===== config.mk =====
export PLATFORM = sky130hd
export DESIGN_NAME = sort_stream
export DESIGN_NICKNAME = d
export VERILOG_FILES = /design/src/rtl/sort_pkg.sv /design/src/rtl/sort_key_cmp.sv /design/src/rtl/sort_stream.sv
export SDC_FILE = /design/constraint.sdc
export NUM_CORES = 2
export LEC_CHECK = 0
export CORE_MARGIN = 3
export CORE_UTILIZATION = 30
export CTS_BUF_LIST = sky130_fd_sc_hd__clkbuf_8
export CTS_CLUSTER_SIZE = 25
export DETAILED_ROUTE_END_ITERATION = 7
export PLACE_DENSITY_LB_ADDON = 0.05
export SLEW_MARGIN = 15
export SYNTH_ARGS = -nofsm -noshare
export SYNTH_HDL_FRONTEND = slang
export SYNTH_SLANG_ARGS = --single-unit

===== constraint.sdc =====
create_clock -name clock -period 11.8 [get_ports clock]
set_clock_uncertainty 0.05 [all_clocks]
set_input_delay 1.18 -clock clock [delete_from_list [all_inputs] [get_ports clock]]
set_output_delay 1.18 -clock clock [all_outputs]
set_load 0.02 [all_outputs]

===== src/rtl/sort_pkg.sv =====
// Shared types and helpers for the block sorter family.
package sort_pkg;

  typedef enum logic [2:0] {
    LOAD,
    INIT,
    POP,
    PART,
    PUSH,
    DRAIN
  } state_e;

  localparam int KEY_UNSIGNED = 0;
  localparam int KEY_SIGNED   = 1;
  localparam int KEY_FLOAT    = 2;

  // Index width: one extra bit so M itself and lo+1/pi+1 are representable.
  function automatic int idx_w(input int m);
    return $clog2(m) + 1;
  endfunction

endpackage


===== src/rtl/sort_key_cmp.sv =====
// Combinational key comparator: maps words to unsigned-orderable keys and
// reports whether a sorts strictly before b in the requested direction.
module sort_key_cmp
  import sort_pkg::*;
#(
  parameter int N        = 32,
  parameter int KEY_MODE = KEY_FLOAT
) (
  input  logic [N-1:0] a,
  input  logic [N-1:0] b,
  input  logic         descend,
  output logic         a_before_b
);

  // Negative floats reverse magnitude order, so they are fully inverted;
  // everything else only needs the sign bit flipped.
  function automatic logic [N-1:0] key_of(input logic [N-1:0] x);
    logic [N-1:0] msb_flip;
    msb_flip = x ^ {1'b1, {(N-1){1'b0}}};
    if (KEY_MODE == KEY_UNSIGNED) return x;
    else if (KEY_MODE == KEY_SIGNED) return msb_flip;
    else return x[N-1] ? ~x : msb_flip;
  endfunction

  logic [N-1:0] key_a, key_b;

  // Strict comparison so equal keys are never treated as "before".
  always_comb begin
    key_a      = key_of(a);
    key_b      = key_of(b);
    a_before_b = descend ? (key_b < key_a) : (key_a < key_b);
  end

endmodule


===== src/rtl/sort_stream.sv =====
// Block sorter: loads M words, sorts them in place with an iterative Lomuto
// quicksort over an explicit (lo, hi) stack, then streams them out.
module sort_stream
  import sort_pkg::*;
#(
  parameter int N        = 32,
  parameter int M        = 8,
  parameter int KEY_MODE = KEY_FLOAT
) (
  input  logic         clock,
  input  logic         rst,
  input  logic         in_valid,
  output logic         in_ready,
  input  logic [N-1:0] in_data,
  input  logic         descend,
  output logic         out_valid,
  input  logic         out_ready,
  output logic [N-1:0] out_data,
  output logic         out_last,
  output logic         busy
);

  localparam int IW = idx_w(M);
  localparam int AW = (M > 1) ? $clog2(M) : 1;
  localparam logic [IW-1:0] LAST = IW'(M - 1);
  localparam logic [IW-1:0] ONE  = IW'(1);

  state_e        state_q, state_d;
  logic [N-1:0]  arr_q [M];
  logic [N-1:0]  arr_d [M];
  logic [IW-1:0] stk_lo_q [M];
  logic [IW-1:0] stk_lo_d [M];
  logic [IW-1:0] stk_hi_q [M];
  logic [IW-1:0] stk_hi_d [M];
  logic [IW-1:0] sp_q, sp_d, k_q, k_d;
  logic [IW-1:0] lo_q, lo_d, hi_q, hi_d, i_q, i_d, j_q, j_d;
  logic          desc_q, desc_d;
  logic [IW-1:0] sp_t, top_t;
  logic [N-1:0]  cur, pivot;
  logic          cur_before;

  assign cur   = arr_q[j_q[AW-1:0]];
  assign pivot = arr_q[hi_q[AW-1:0]];

  sort_key_cmp #(
    .N        (N),
    .KEY_MODE (KEY_MODE)
  ) u_cmp (
    .a          (cur),
    .b          (pivot),
    .descend    (desc_q),
    .a_before_b (cur_before)
  );

  // Outputs plus next-state for the control FSM, the array and the range stack.
  always_comb begin
    in_ready  = (state_q == LOAD) && !rst;
    out_valid = (state_q == DRAIN) && !rst;
    out_data  = out_valid ? arr_q[k_q[AW-1:0]] : '0;
    out_last  = out_valid && (k_q == LAST);
    busy      = !rst && ((state_q == INIT) || (state_q == POP) ||
                         (state_q == PART) || (state_q == PUSH));

    state_d  = state_q;
    arr_d    = arr_q;
    stk_lo_d = stk_lo_q;
    stk_hi_d = stk_hi_q;
    sp_d     = sp_q;
    k_d      = k_q;
    lo_d     = lo_q;
    hi_d     = hi_q;
    i_d      = i_q;
    j_d      = j_q;
    desc_d   = desc_q;
    sp_t     = sp_q;
    top_t    = sp_q - ONE;

    case (state_q)
      LOAD: begin
        if (in_valid && in_ready) begin
          arr_d[k_q[AW-1:0]] = in_data;
          if (k_q == LAST) begin
            k_d     = '0;
            desc_d  = descend;
            state_d = INIT;
          end else begin
            k_d = k_q + ONE;
          end
        end
      end
      INIT: begin
        stk_lo_d[sp_q[AW-1:0]] = '0;
        stk_hi_d[sp_q[AW-1:0]] = LAST;
        sp_d    = sp_q + ONE;
        state_d = POP;
      end
      POP: begin
        if (sp_q == '0) begin
          state_d = DRAIN;
        end else begin
          lo_d    = stk_lo_q[top_t[AW-1:0]];
          hi_d    = stk_hi_q[top_t[AW-1:0]];
          i_d     = stk_lo_q[top_t[AW-1:0]];
          j_d     = stk_lo_q[top_t[AW-1:0]];
          sp_d    = top_t;
          state_d = PART;
        end
      end
      PART: begin
        // arr[hi] is untouched until the final swap, so it serves as the pivot.
        if (j_q < hi_q) begin
          if (cur_before) begin
            arr_d[i_q[AW-1:0]] = arr_q[j_q[AW-1:0]];
            arr_d[j_q[AW-1:0]] = arr_q[i_q[AW-1:0]];
            i_d = i_q + ONE;
          end
          j_d = j_q + ONE;
        end else begin
          arr_d[i_q[AW-1:0]]  = arr_q[hi_q[AW-1:0]];
          arr_d[hi_q[AW-1:0]] = arr_q[i_q[AW-1:0]];
          state_d = PUSH;
        end
      end
      PUSH: begin
        // i_q now holds the pivot's final position; only ranges of 2+ are kept.
        if ((i_q + ONE) < hi_q) begin
          stk_lo_d[sp_t[AW-1:0]] = i_q + ONE;
          stk_hi_d[sp_t[AW-1:0]] = hi_q;
          sp_t = sp_t + ONE;
        end
        if (i_q > (lo_q + ONE)) begin
          stk_lo_d[sp_t[AW-1:0]] = lo_q;
          stk_hi_d[sp_t[AW-1:0]] = i_q - ONE;
          sp_t = sp_t + ONE;
        end
        sp_d    = sp_t;
        state_d = POP;
      end
      DRAIN: begin
        if (out_ready) begin
          if (k_q == LAST) begin
            k_d     = '0;
            state_d = LOAD;
          end else begin
            k_d = k_q + ONE;
          end
        end
      end
      default: state_d = LOAD;
    endcase
  end

  // Control state: FSM, stack pointer, word counter and latched direction.
  always_ff @(posedge clock) begin
    if (rst) begin
      state_q <= LOAD;
      sp_q    <= '0;
      k_q     <= '0;
      desc_q  <= 1'b0;
    end else begin
      state_q <= state_d;
      sp_q    <= sp_d;
      k_q     <= k_d;
      desc_q  <= desc_d;
    end
  end

  // Datapath storage: word array, stack entries and partition indices.
  always_ff @(posedge clock) begin
    arr_q    <= arr_d;
    stk_lo_q <= stk_lo_d;
    stk_hi_q <= stk_hi_d;
    lo_q     <= lo_d;
    hi_q     <= hi_d;
    i_q      <= i_d;
    j_q      <= j_d;
  end

endmodule


Word level (Yosys, flattened, before mapping) --
Cells that the tools add are included.
Operators by class: mux-type cells 77, bitwise operators 17, $add $sub $neg 8, magnitude comparators 18, equal/unequal tests 15, reduce and logical (&&, ||, !) cells 31
Operators with widths (number):
- bitwise mux 256 bit | 5
- 2-to-1 mux 256 bit | 3
- 2-to-1 mux 32 bit | 21
- case mux 256 bit (2 select lines) | 1
- binary-select mux 32 bit (select 3 bit) | 4
- demux 32 bit (select 3 bit) | 4
- bitwise mux 32 bit | 4
- case mux 32 bit (2 select lines) | 2
- inverter 32 bit | 3
- 2-to-1 mux 4 bit | 17
- less-than comparator 32 bit | 2
- bitwise AND 32 bit | 1
- >= comparator 4 bit, second input constant | 7
- inverter 3 -> 4 bit | 7
- adder 4 x 1 -> 4 bit, second input constant | 6
- binary-select mux 4 bit (select 3 bit) | 2
- demux 4 bit (select 3 bit) | 2
- less-than comparator 4 x 1 -> 1 bit, second input constant | 6
- OR 24 bit | 1
- case mux 4 bit (2 select lines) | 3
- 2-to-1 mux 3 bit | 6
- case mux 3 bit (5 select lines) | 1
- case mux 4 bit (3 select lines) | 1
- AND reduction 3 bit | 4
- other kinds (25) | 53
Word-level totals: register bits 348, word-level logic and storage cells 198, output and inout port bits 36, input bits 37

Logic depth before layout (Yosys ltp) --
word-level depth 12, mapped depth 18, mapped depth without buffers 14

By module --
A second synthesis with hierarchy kept.
Second synthesis, totals: cell total of the unflattened synthesis 3513, area, all modules 31894.3 um^2
Modules (own cells, without submodules):
- sort_stream | cells each 3355, times used 1, sequential area each 10329.9 um^2, area each 30579.3 um^2
- sort_key_cmp | cells each 158, times used 1, sequential area each 0.0 um^2, area each 1315.0 um^2

Worst setup path after synthesis --
OpenSTA, ideal clock, no wires.
path type register to register, start reg hi_q[0], end reg arr_q[128] in the netlist's numbering (enable), buffers on the path 4, required time 11.318 ns, slack 6.511 ns, period minus slack after synthesis 5.289 ns, cell stages (with the launch flop) 17, arrival time 4.808 ns, setup time 0.432 ns, cells stage by stage edfxtp_1 -> buf_4 -> buf_4 -> nor2_1 -> a221oi_1 -> o22ai_1 -> buf_2 -> buf_2 -> xor2_1 -> ha_1 -> a21oi_1 -> nand2_1 -> a221oi_1 -> nand4_1 -> a21oi_1 -> a211oi_2 -> a21oi_1
On the way: cells in the longest elaborated chain, start to end 10, elaborated cells on any way between the ends 13, classes of those cells order compare (3); eq/ne (1); mux (5); bitwise (3); reduce/logical (1)
Ends and longest elaborated chain:
- start: declaration | RTL line sort_stream.sv:36 | logic [IW-1:0] lo_q, lo_d, hi_q, hi_d, i_q, i_d, j_q, j_d;
- start signal: assignment | RTL line sort_stream.sv:174 | hi_q <= hi_d;
- inverter 3 -> 4 bit (implied by the code) | RTL line sort_stream.sv:43 | assign pivot = arr_q[hi_q[AW-1:0]];
- binary-select mux 32 bit (select 3 bit) | RTL line sort_stream.sv:43
- 2-to-1 mux 32 bit (implied by the code) (2 in a row) | RTL line sort_stream.sv:43
- inverter 32 bit or inverter 1 bit (tied branches)
- 2-to-1 mux 32 bit | RTL line sort_key_cmp.sv:22 | else return x[N-1] ? ~x : msb_flip;
- less-than comparator 32 bit | RTL line sort_key_cmp.sv:31 | a_before_b = descend ? (key_b < key_a) : (key_a < key_b);
- 2-to-1 mux 1 bit | RTL line sort_key_cmp.sv:31
- inequality test 3 bit (no line) (*)
- AND reduction 3 bit (no line) (*)
- end signal: assignment | RTL line sort_stream.sv:170 | arr_q <= arr_d;
- end: declaration | RTL line sort_stream.sv:29 | logic [N-1:0] arr_q [M];
Every way passes the cells marked *; elsewhere a longest branch is shown, timed or not. The select of a mux whose other input is x is not followed. A chain may end at the register's enable or synchronous reset.

Worst setup path in the final report --
start reg hi_q[0], end reg arr_q[144] in the netlist's numbering (enable)
The elaborated chain is that of the path after synthesis.

==> impl_results.md <==
- Outcome: finished clean
- Top_reg_cell synth: edfxtp_1
- Slew headroom: roughly 14%
- Final Max Tran Viols: 0
- Row Count: between 100 and 150
- # setup viols final: 0
- Setup_tns: 0 ps
- Filler Cell Count: between 10,000 and 15,000
- Share of layout cells above drive strength 1: 16.10%
- First-pass detailed-route iteration total: 7
- Max-cap violations: 0
- Via count: approximately 34,000
- H-Tree Depth: 3
- Core footprint: 104,400 sq um
- Skew-Pair Late Insertion Delay: 790 ps
- Post-synth cell types: a little over 80
- Area growth syn-to-layout: 11.19%
- Max Clk Rate: 135.1 MHz
- Chip Height: approximately 330 um
- Initial antenna violation count: 5
- Hold Slack: between 400 and 500 ps
- Minimum clock period: 7404 ps
- Cell Area, Synth: ~32,000 sq um
- Initial DRC Count: around 4,700
- CTS Hold Bufs: 0
- CP Max Fanout: 52
- Crit end category: register
- Hold crit path type: reg -> reg
- GPL Wtd Cong: around 0.93
- Global-route wire length before repair: about 270,000 um
- Placed Cells: 4,707
- Resized cells post-CTS: 0
- Leakage power: 11.73 nW
- Post-DP Area: about 34,000 sq um
- Remaining global-route overflow: 0
- Post-DP HPWL: ~120,000 um
- Peak supply drop: around 0.063 mV
- Critical path arrival: just under 8000 ps
- Avg Inst Size Synth: about 9.0 sq um
- Root Buffer: clkbuf_8
- DRC viols: 0
- Class of the most critical setup path: reg -> reg
- Final Cycle Share: between 60 and 70%
- CTS Buffer Depth: 3
- Post-synth top area share: a little under a third
- Post-synthesis async set-or-reset flop share: 0%
- Ranking of synthesized cells by area: edfxtp_1 32%, a22oi_1 11%, nand2_1 7.0%
- Unrepaired setup endpoints after global routing: no
- Largest net degree at the start of global routing: 90
- Io pins: 73
- Crit path launch type: register
- Post-route cell area: 35,380 sq um
- Clk slew on worst S/H paths: around 50 ps
- Mean routed wirelength per cell: a little under 40 um
- Synthesized Nets: between 3,000 and 4,000
- CTS tree: yes
- Worst Max-Slew Pin Slew: 1286 ps
- Die area: around 110,000 sq um
- CTS sink count: ~350
- PortBufs: 72
- Req. time, crit path: approximately 12,000 ps
- Register bit total from synthesis: around 350
- Initial Utilization: a little under a third
- Non-filler cells, final: just under 5,000
- Overall Global Routing Usage: between 30% and 40%
- Setup bufs post-CTS: 0
- Top cell type by total area after synthesis: edfxtp_1
- Sequential share of the synthesized area: 32.47%
- CTS Buf Count: 79
- Synth Instances: about 3,500
- DR vias/cell: 7.100
- Power per cell area: around 80 nW/um^2
- Final Hold Viols: 0
- Synth warnings: 0
- DRT antenna net count: 0
- Util after Layout: 33.89%
- Vias in the first global route: roughly 33,000
- Post-synth EDFFs: roughly 340
- Routed wire length: 191,200 um
- Chip Width: between 300 and 400 um
- Net count reported at finish: approximately 3,500
## routing by layer
metal	vias up	global-route usage, %	share of wire, %
li1	13890	-	-
met1	17100	43.72	40
met2	2725	49.62	43
met3	699	8.688	11
met4	2	18.44	6.4
met5	-	0	0.0042
## path summary, 6_finish.rpt
| check | startpoint | endpoint | slack [ps] | cells after the start |
|---|---|---|---|---|
| setup reg to reg | hi_q[0] | arr_q[144] | 4400 | 18 |
| setup / recovery | hi_q[0] | arr_q[144] | 4400 | 18 |
| hold / removal | k_q[3] | k_q[3] | 440 | 2 |
| hold reg to reg | k_q[3] | k_q[3] | 440 | 2 |
## cell usage in the layout, fill, tap and decap left out, types with 10 or more instances in the layout
master	instances
a221oi_1	112
xor2_1	24
a21oi_1	72
a31oi_1	38
dfxtp_1	12
o22a_1	21
nand2_1	591
mux2_2	87
o22ai_1	285
nand2b_1	10
clkinv_1	15
a22o_1	41
a31o_2	16
a221o_1	11
inv_1	50
o221ai_1	107
ha_1	50
mux2i_1	115
xnor2_1	54
nand4_1	11
buf_4	158
nor3_2	13
nor2_1	99
o21ai_0	115
a22oi_1	487
and2_1	42
nor3_1	16
o221a_2	10
a32oi_1	18
edfxtp_1	336
clkbuf_8	83
clkdlybuf4s50_1	72
mux4_2	82
nand3_1	23
a221oi_2	15
## Yosys cell counts (all sizes together) (4+ instances only)
master / number
a21oi: 85
mux4: 82
clkbuf: 245
nor2b: 17
a22oi: 487
nand2: 600
nand3: 25
nand2b: 10
a21o: 5
a31oi: 38
buf: 184
dfxtp: 12
inv: 22
nor3: 31
o22a: 22
a22o: 41
o21ai: 124
a32oi: 18
and2: 47
nor2: 115
mux2i: 120
and3: 5
o211ai: 4
o221ai: 108
o221a: 10
a31o: 16
or3: 4
a221oi: 128
a221o: 11
or2: 4
nand4: 11
xnor2: 55
o311ai: 4
o22ai: 289
ha: 50
a211oi: 6
nor3b: 5
o2111ai: 5
edfxtp: 336
xor2: 24
mux2: 88
## layout make-up
cell class | count | area [sq um] | area share (%)
Antenna cell | 2 | 5.005 | 0.01415
Clock buffer | 83 | 1142 | 3.229
Clock inverter | 53 | 264.0 | 0.7462
Inverter | 24 | 90.09 | 0.2546
Multi-Input combinational cell | 2726 | 19900 | 56.25
Sequential cell | 348 | 10330 | 29.20
Tap cell | 1380 | 1727 | 4.881
Timing Repair Buffer | 231 | 1918 | 5.422
## per-stage QoR
stage,worst slack (ps),power (mW)
2_1_floorplan,6511,1.472
3_3_place_gp,4576,1.536
3_5_place_dp,4549,1.536
4_1_cts,4514,2.871
5_1_grt,4109,2.938
6_report,4396,2.860
## flip-flops by register name, summed over array words and instances, names as in the netlist, 4 cells and up
signal and cells:
i_q 4, k_q 4, j_q 4, stk_hi_q 32, stk_lo_q 32, sp_q 4, hi_q 4, lo_q 4
arr_q 256
## cell families after synthesis
family | after synthesis | share of synthesized area, %
buffers and inverters | 453 | 6.166
adder cells (fa/ha/maj) | 50 | 1.966
AND/OR/NAND/NOR | 887 | 11.84
AO/OA/AOI/OAI | 1420 | 32.66
flip-flops | 348 | 32.47
XOR/XNOR | 79 | 2.198
multiplexers | 290 | 12.71
## power breakdown
| part | total, mW | internal (mW) | switching [mW] |
|---|---|---|---|
| clock | 1.34 | 0.666 | 0.676 |
| sequential | 1.37 | 1.35 | 0.0159 |
| combinational | 0.148 | 0.0523 | 0.0961 |
| total | 2.86 | 2.07 | 0.789 |
## worst max-delay path, stage by stage, from the launching register on
cell	delay, ps
edfxtp_1	560
buf_4	690
inv_1	130
nor2_1	840
a221oi_1	300
o22ai_4	170
buf_4	530
inv_1	220
xnor2_1	190
ha_1	330
nand4_1	180
nor3_1	340
o21ai_0	210
nand4_1	170
a21o_1	170
a211oi_2	100
buf_4	270
a21oi_4	960
buf_4	490
(Power assumes the default switching activity.)
